`src/rtl/vga_pkg.sv`:
```
// Shared definitions for the VGA/drawing-engine SRAM arbiter: frame geometry,
// address width, starvation limit and the access tag carried down the pipeline.
package vga_pkg;

  localparam int unsigned DEF_H_ACTIVE     = 640;
  localparam int unsigned DEF_V_ACTIVE     = 480;
  localparam int unsigned DEF_ADDR_WIDTH   = 19;
  localparam int unsigned DEF_STARVE_LIMIT = 800;

  typedef enum logic [1:0] {
    TAG_NONE    = 2'd0,
    TAG_VGA_RD  = 2'd1,
    TAG_DRAW_RD = 2'd2,
    TAG_BLACK   = 2'd3
  } tag_t;

  // drop marks a draw read that was out of range and must return zero
  typedef struct packed {
    tag_t tag;
    logic drop;
  } stage_t;

endpackage

```
`src/rtl/vga_pixel_address.sv`:
```
// Combinational pixel-coordinate to SRAM word address, plus visible-area check.
module vga_pixel_address
  import vga_pkg::*;
#(
  parameter int unsigned H_ACTIVE   = DEF_H_ACTIVE,
  parameter int unsigned V_ACTIVE   = DEF_V_ACTIVE,
  parameter int unsigned ADDR_WIDTH = DEF_ADDR_WIDTH
) (
  input  logic [9:0]            x,
  input  logic [9:0]            y,
  output logic [ADDR_WIDTH-1:0] addr,
  output logic                  in_range
);

  assign addr     = ADDR_WIDTH'(y) * ADDR_WIDTH'(H_ACTIVE) + ADDR_WIDTH'(x);
  assign in_range = (32'(x) < H_ACTIVE) && (32'(y) < V_ACTIVE);

endmodule

```
`src/rtl/vga_sram_arbiter.sv`:
```
// Single-port pixel SRAM arbiter: VGA scan-out always wins, the drawing engine
// takes the remaining cycles; 3-cycle read latency with a tagged return pipe.
module vga_sram_arbiter
  import vga_pkg::*;
#(
  parameter int unsigned H_ACTIVE     = DEF_H_ACTIVE,
  parameter int unsigned V_ACTIVE     = DEF_V_ACTIVE,
  parameter int unsigned ADDR_WIDTH   = DEF_ADDR_WIDTH,
  parameter int unsigned STARVE_LIMIT = DEF_STARVE_LIMIT
) (
  input  logic                  clock_i,
  input  logic                  reset_n_i,
  input  logic                  vga_fetch_i,
  input  logic [9:0]            vga_x_i,
  input  logic [9:0]            vga_y_i,
  output logic [7:0]            red_o,
  output logic [7:0]            green_o,
  output logic [7:0]            blue_o,
  input  logic                  draw_valid_i,
  output logic                  draw_ready_o,
  input  logic                  draw_we_i,
  input  logic [9:0]            draw_x_i,
  input  logic [9:0]            draw_y_i,
  input  logic [23:0]           draw_wdata_i,
  output logic                  draw_rvalid_o,
  output logic [23:0]           draw_rdata_o,
  output logic                  draw_starved_o,
  input  logic                  starve_clear_i,
  output logic                  sram_en_o,
  output logic                  sram_we_o,
  output logic [ADDR_WIDTH-1:0] sram_addr_o,
  output logic [23:0]           sram_wdata_o,
  input  logic [23:0]           sram_rdata_i
);

  localparam int unsigned CNT_W = $clog2(STARVE_LIMIT + 1);

  logic [ADDR_WIDTH-1:0] vga_addr, draw_addr;
  logic                  vga_ok, draw_ok, draw_acc, stall;
  logic                  en_d, we_d;
  logic [ADDR_WIDTH-1:0] addr_d;
  logic [23:0]           wdata_d;
  stage_t                s0;
  stage_t [2:1]          pipe;
  logic [CNT_W-1:0]      stall_cnt;

  vga_pixel_address #(.H_ACTIVE(H_ACTIVE), .V_ACTIVE(V_ACTIVE), .ADDR_WIDTH(ADDR_WIDTH))
    u_vga_addr (.x(vga_x_i), .y(vga_y_i), .addr(vga_addr), .in_range(vga_ok));

  vga_pixel_address #(.H_ACTIVE(H_ACTIVE), .V_ACTIVE(V_ACTIVE), .ADDR_WIDTH(ADDR_WIDTH))
    u_draw_addr (.x(draw_x_i), .y(draw_y_i), .addr(draw_addr), .in_range(draw_ok));

  assign draw_ready_o = ~vga_fetch_i & reset_n_i;
  assign draw_acc     = draw_valid_i & draw_ready_o;
  assign stall        = draw_valid_i & ~draw_ready_o;

  always_comb begin
    en_d    = 1'b0;
    we_d    = 1'b0;
    addr_d  = '0;
    wdata_d = '0;
    s0      = '{tag: TAG_NONE, drop: 1'b0};
    if (vga_fetch_i) begin
      if (vga_ok) begin
        en_d   = 1'b1;
        addr_d = vga_addr;
        s0.tag = TAG_VGA_RD;
      end else begin
        s0.tag = TAG_BLACK;
      end
    end else if (draw_acc) begin
      if (draw_ok) begin
        en_d   = 1'b1;
        we_d   = draw_we_i;
        addr_d = draw_addr;
        if (draw_we_i) wdata_d = draw_wdata_i;
      end
      // writes finish at the SRAM and ride the pipe as NONE
      if (!draw_we_i) begin
        s0.tag  = TAG_DRAW_RD;
        s0.drop = ~draw_ok;
      end
    end
  end

  always_ff @(posedge clock_i or negedge reset_n_i) begin
    if (!reset_n_i) begin
      sram_en_o    <= 1'b0;
      sram_we_o    <= 1'b0;
      sram_addr_o  <= '0;
      sram_wdata_o <= '0;
      pipe         <= '0;
    end else begin
      sram_en_o    <= en_d;
      sram_we_o    <= we_d;
      sram_addr_o  <= addr_d;
      sram_wdata_o <= wdata_d;
      pipe         <= {pipe[1], s0};
    end
  end

  always_ff @(posedge clock_i or negedge reset_n_i) begin
    if (!reset_n_i) begin
      {red_o, green_o, blue_o} <= '0;
      draw_rvalid_o            <= 1'b0;
      draw_rdata_o             <= '0;
    end else begin
      case (pipe[2].tag)
        TAG_VGA_RD: {red_o, green_o, blue_o} <= sram_rdata_i;
        TAG_BLACK:  {red_o, green_o, blue_o} <= '0;
        default: ;
      endcase
      draw_rvalid_o <= (pipe[2].tag == TAG_DRAW_RD);
      if (pipe[2].tag == TAG_DRAW_RD)
        draw_rdata_o <= pipe[2].drop ? 24'h0 : sram_rdata_i;
    end
  end

  // flag is set on the edge that brings the counter to the limit; clear wins
  always_ff @(posedge clock_i or negedge reset_n_i) begin
    if (!reset_n_i) begin
      stall_cnt      <= '0;
      draw_starved_o <= 1'b0;
    end else if (starve_clear_i) begin
      stall_cnt      <= '0;
      draw_starved_o <= 1'b0;
    end else begin
      if (stall) begin
        if (stall_cnt != CNT_W'(STARVE_LIMIT)) stall_cnt <= stall_cnt + 1'b1;
        if (stall_cnt >= CNT_W'(STARVE_LIMIT - 1)) draw_starved_o <= 1'b1;
      end else begin
        stall_cnt <= '0;
      end
    end
  end

endmodule

```
`config.mk`:
```
export PLATFORM = sky130hd
export DESIGN_NAME = vga_sram_arbiter
export DESIGN_NICKNAME = d
export VERILOG_FILES = /design/src/rtl/vga_pkg.sv /design/src/rtl/vga_pixel_address.sv /design/src/rtl/vga_sram_arbiter.sv
export SDC_FILE = /design/constraint.sdc
export NUM_CORES = 1
export LEC_CHECK = 0
export BUFFER_PORTS_ARGS = -buffer_cell sky130_fd_sc_hd__buf_2
export CAP_MARGIN = 20
export CORE_ASPECT_RATIO = 1.25
export CORE_MARGIN = 2
export CORE_UTILIZATION = 45
export CTS_CLUSTER_DIAMETER = 100
export DETAILED_ROUTE_END_ITERATION = 12
export GPL_TIMING_DRIVEN = 0
export PLACE_DENSITY = 0.83
export SLEW_MARGIN = 20
export SYNTH_ARGS = -nofsm -noshare
export SYNTH_HDL_FRONTEND = slang
export SYNTH_SLANG_ARGS = --single-unit
```
`constraint.sdc`:
```
create_clock -name clock_i -period 1.4 [get_ports clock_i]
set_input_delay 0.07 -clock clock_i [delete_from_list [all_inputs] [get_ports clock_i]]
set_output_delay 0.07 -clock clock_i [all_outputs]
set_load 0.005 [all_outputs]
```
## After elaboration in Yosys (flattened, before gate mapping)

Index checks and enable logic that the tools add are counted.

- Input port bits: 94
- Output and inout port bits: 96
- Logic and storage cells: 72
- Register bits after elaboration: 111

- Bitwise operators: 6
- Reduce and logical (&&, ||, !) cells: 6
- $mul: 2
- Magnitude comparators: 5
- Add/sub/neg operators: 3
- Equal/unequal tests: 5
- Mux-type cells: 30

Operators by type and width:

| operator | count |
|---|---|
| $mux W24 | 5 |
| $mux W19 | 4 |
| $pmux W8 S2 | 3 |
| $add A19 B10 Y19 | 2 |
| $mux W10 | 3 |
| $mul A10 B3 Y12 const B | 2 |
| $lt A10 B10 Y1 const B | 2 |
| $lt A10 B9 Y1 const B | 2 |
| $mux W1 | 11 |
| $add A10 B1 Y10 const B | 1 |
| $ge A10 B10 Y1 const B | 1 |
| $ne A10 B10 Y1 const B | 1 |
| $mux W3 | 2 |
| $reduce_bool A2 Y1 | 3 |
| $eq A2 B2 Y1 const B | 2 |
| $mux W2 | 2 |
| $and A1 B1 Y1 | 3 |
| $ne A3 B2 Y1 const B | 1 |
| $not A1 Y1 | 3 |
| $eq A2 B1 Y1 const B | 1 |
| $logic_and A1 B1 Y1 | 2 |
| $reduce_and A2 Y1 | 1 |

## Longest topological paths before layout

- Word-level depth: 6
- Mapped depth: 10
- Gate-level depth less buffers: 10

## Cells and area by module

A second synthesis with hierarchy kept.

- Cell total of the unflattened synthesis: 552
- Area, all modules: 5651.7 µm²

By module, submodules not included:

| module | sequential area each (µm²) | area each (µm²) | instances | cells an instance |
|---|---|---|---|---|
| vga_sram_arbiter | 2777.7 | 4220.3 | 1 | 376 |
| vga_pixel_address at u_draw_addr | 0.0 | 715.7 | 1 | 89 |
| vga_pixel_address at u_vga_addr | 0.0 | 715.7 | 1 | 87 |

## Worst setup path before layout

OpenSTA, ideal clock, no wires.

- Path type: input -> register
- Start point: input port draw_y_i[1]
- End point: register sram_addr_o[18]
- Required time: 1.262 ns
- Stages on the path: 10
- Path slack: -1.056 ns
- Arrival: 2.318 ns
- Setup time: 0.138 ns
- Path buffers: 0
- Path through: ha_1 -> ha_1 -> fa_1 -> a21o_1 -> a311o_1 -> a21oi_2 -> xnor2_1 -> nor4_2 -> xor2_1 -> o22ai_1

- Cells in the longest elaborated chain, start to end: 5
- Elaborated cells on any way between the ends: 7
- Classes of those cells: add/sub: 1; mul: 1; order compare: 1; mux: 3; reduce/logical: 1

Ends and longest elaborated chain:

| what | line | text |
|---|---|---|
| start: declaration | vga_sram_arbiter.sv:23 | `input logic [9:0] draw_y_i,` |
| $mul A10 B3 Y12 or $lt A10 B9 Y1 (tied branches) | vga_pixel_address.sv:15, vga_pixel_address.sv:16 |  |
| $add A19 B10 Y19 or $logic_and A1 B1 Y1 (tied branches) | vga_pixel_address.sv:15, vga_pixel_address.sv:16 |  |
| $mux W19 (*) | vga_sram_arbiter.sv:72 | `if (draw_ok) begin` |
| $mux W19 (*) | vga_sram_arbiter.sv:71 | `end else if (draw_acc) begin` |
| $mux W19 (*) | vga_sram_arbiter.sv:63 | `if (vga_fetch_i) begin` |
| via addr_d[18] | vga_sram_arbiter.sv:41 | `logic [ADDR_WIDTH-1:0] addr_d;` |
| end signal: assignment | vga_sram_arbiter.sv:96 | `sram_addr_o <= addr_d;` |
| end: declaration | vga_sram_arbiter.sv:31 | `output logic [ADDR_WIDTH-1:0] sram_addr_o,` |

The timed path passes the listed nets; every way through them passes the cells marked *.
A chain may end at the register's enable or synchronous reset.

## Worst setup path after layout

- Start point: input port draw_y_i[2]
- End point: register sram_addr_o[18]

Same word-level chain as after synthesis.

==> run summary <==
Peak supply drop: 0.000567 V
Clock root buffer: clkbuf_16
Failing checks: negative setup slack
CP max FO: 3
Post-route setup slack: -778 ps
Fmax: 0.459 GHz
Int Pwr: 0.00595 W
Fin crit share: 156%
Max-cap violation count: 0
Critical path type: in -> reg
Mean area per synthesized cell: 10.2 sq um
Share of cells above drive strength 1: 35.5%
Slew Limit Fails: 0
Number of CTS-inserted buffers: 9
Gr usage total: 24.7%
Flop pwr share: 43.2%
Port bufs: 189
Leak: 4.34 nW
Unrepaired setup endpoints after global routing: yes
Commonest non-fill, non-tap cell in the layout: buf_2
Total power: 0.00830 W
Post-synth EDFFs: 0
Nets: 970
Synth Register Bits: 111
Core area: 0.0117 sq mm
Largest net degree at the start of global routing: 41
Residual antenna-violating net count after detailed routing: 0
Critical Path RT: 1600 ps
Skew-Pair Late Insertion Delay: 340 ps
Total routed wirelength: 16,200 microns
Post-DP Area: 0.00681 sq mm
Fin. Hold Viols: 0
Status: finished, violations left
Antenna violations before repair: 1
First-pass GRT wire length: 25,400 microns
CTS tree: done
FFs w/ async S/R, synth: 100%
Initial DRT Pass Iterations: 4
Ys Warns: 0
Design area: 0.00836 sq mm
Layout area overhead: 53.3%
Mapped cell area: 0.00546 sq mm
Combinational power share: 26.4%
Final setup vio count: 59
Clk sink count: 111
Top FF cell, synth: dfrtp_1
Worst EP arrival: 2380 ps
Post-layout min period: 2180 ps
Crit end category: register
Hold slack: 47.7 ps
Die Y-Extent: 127 microns
Power per cell area: 993 mW/mm^2
Vias in the first global route: 5,455
Switch share: 28.4%
P_sw: 0.00236 W
Clk pwr share: 30.5%
# rows: 44
# IOs: 190
Inst Count DP: 886
Library cells used by synthesis: 39
Via count: 5,165
Hold WC Path Type: in -> reg
H-tree depth: 3
Total global routing overflow: 0
Clock Skew: 6.91 ps
Syn nets: 673
Synth Instances: 535
Initial DRC Count: 155
Slew HR: 66.8%
Critical path launch point type: primary input
Layout Cells excl Fill: 999
Vias per inst: 5.17
RePlAce Congestion: 0.844
Worst-path clk slew: 70 ps
Most frequent cells in the layout: buf_2 (184), dfrtp_1 (108), dlygate4sd3_1 (65), nand2_1 (60), o21ai_0 (52)
Register area share after synthesis: 50.9%
Max clock buf depth: 2
Drt drc: 0
Area of the die: 0.0130 sq mm
Fillers: 796
Initial core utilization: 46.5%
Post-DP HPWL: 10,300 microns
Slew @ Worst Pin: 497 ps
Die X-Extent: 102 microns
DR WL/cell: 16.2 microns
[power by group through the flow]
stage	registers [W]	logic, W	clock network, W
6_report	0.00358	0.00219	0.00253
3_5_place_dp	0.00364	0.00170	0
5_1_grt	0.00360	0.00242	0.00271
2_1_floorplan	0.00365	0.000970	0
3_3_place_gp	0.00363	0.00165	0
4_1_cts	0.00357	0.00206	0.00256
[kinds of logic (layout without fill, tap and decap cells)]
| group | Yosys count | in the layout | share of synthesized area (%) |
|---|---|---|---|
| AOI/OAI and AO/OA | 102 | 102 | 11.3 |
| xor gates and xnor gates | 38 | 38 | 6.10 |
| adders and majority gates | 44 | 44 | 10.6 |
| buffers and inverters | 51 | 353 | 3.51 |
| DFF | 111 | 111 | 50.9 |
| muxes | 1 | 1 | 0.183 |
| other | 0 | 1 | 0 |
| and+or+nand+nor | 188 | 188 | 17.3 |
[Yosys cell counts (11+ instances only)]
cell      instances  area (sq um)
dfrtp_1         111          2780
nand2_1          64           240
o21ai_0          53           265
ha_1             40           500
inv_1            31           116
and3_1           27           169
nor2_1           27           101
nand2b_1         26           163
xor2_1           21           184
clkbuf_1         20          75.1
xnor2_1          17           149
o22ai_1          12          75.1
nand3_1          11          55.1
[sequential cells by signal, summed over array words and instances (netlist names)]
signal / flops
sram_wdata_o: 24
green_o: 8
sram_we_o: 1
red_o: 8
draw_starved_o: 1
sram_en_o: 1
blue_o: 8
sram_addr_o: 19
draw_rdata_o: 24
stall_cnt: 10
draw_rvalid_o: 1
pipe: 6
[layout make-up]
cell class                 count  area [sq um]  share of cell area [%]
clock buffer                  12           236                    2.83
inverter                      31           119                    1.42
multi-input combinational    373          2860                    34.2
sequential                   111          2780                    33.3
tap                          161           201                    2.41
clock inverter                 4          55.1                   0.658
timing repair buffer         287          2000                    24.0
buffer                        19          97.6                    1.17
antenna                        1          2.50                  0.0299
[per-layer routing]
metal / vias to the layer above / routed length, microns / GRT usage, %
li1: 2435 / - / -
met1: 2492 / 6070 / 27.0
met2: 199 / 8710 / 45.8
met3: 39 / 979 / 4.81
met4: 0 / 470 / 9.80
met5: - / 0 / 0
[critical path: stages]
cell     delay, ps
buf_2          130
ha_2           190
ha_4           170
fa_2           400
a21o_1         210
a21oi_2        190
xnor2_2        160
nand3_1        150
nor4_2         350
xor2_1         250
o22ai_1        110
[path summary, 6_finish.rpt]
check	from	to	slack, ps	depth (start not counted)
max in group asynchronous	reset_n_i	stall_cnt[2]$_DFFE_PN0P_	560	4
max	draw_y_i[2]	sram_addr_o[18]$_DFF_PN0_	-780	11
min	draw_we_i	sram_wdata_o[0]$_DFF_PN0_	50	2
min in group asynchronous	reset_n_i	draw_rdata_o[8]$_DFFE_PN0P_	420	3
min reg2reg	pipe[2]$_DFF_PN0_	pipe[5]$_DFF_PN0_	350	0
max reg2reg	stall_cnt[9]$_DFFE_PN0P_	stall_cnt[1]$_DFFE_PN0P_	-50	6
[repair_timing]
action,4_1_cts,5_1_grt
setup buffers,19,12
gates cloned,1,1
pin swaps,22,13
gates resized for setup,46,30
hold buffers,65,2
hold endpoints to repair,184,74
setup endpoints to repair,80,88
[stage by stage]
stage	worst slack [ps]	setup TNS, ps	utilization (%)
after floorplan	-807	-3320	-
after global placement	-2370	-230140	57.7
after detailed placement	-1200	-55140	58.1
after CTS	-703	-4090	69.4
after global routing	-899	-44280	71.3
final	-778	-36530	71.3
Note: power is estimated with default switching activity, not from simulation.
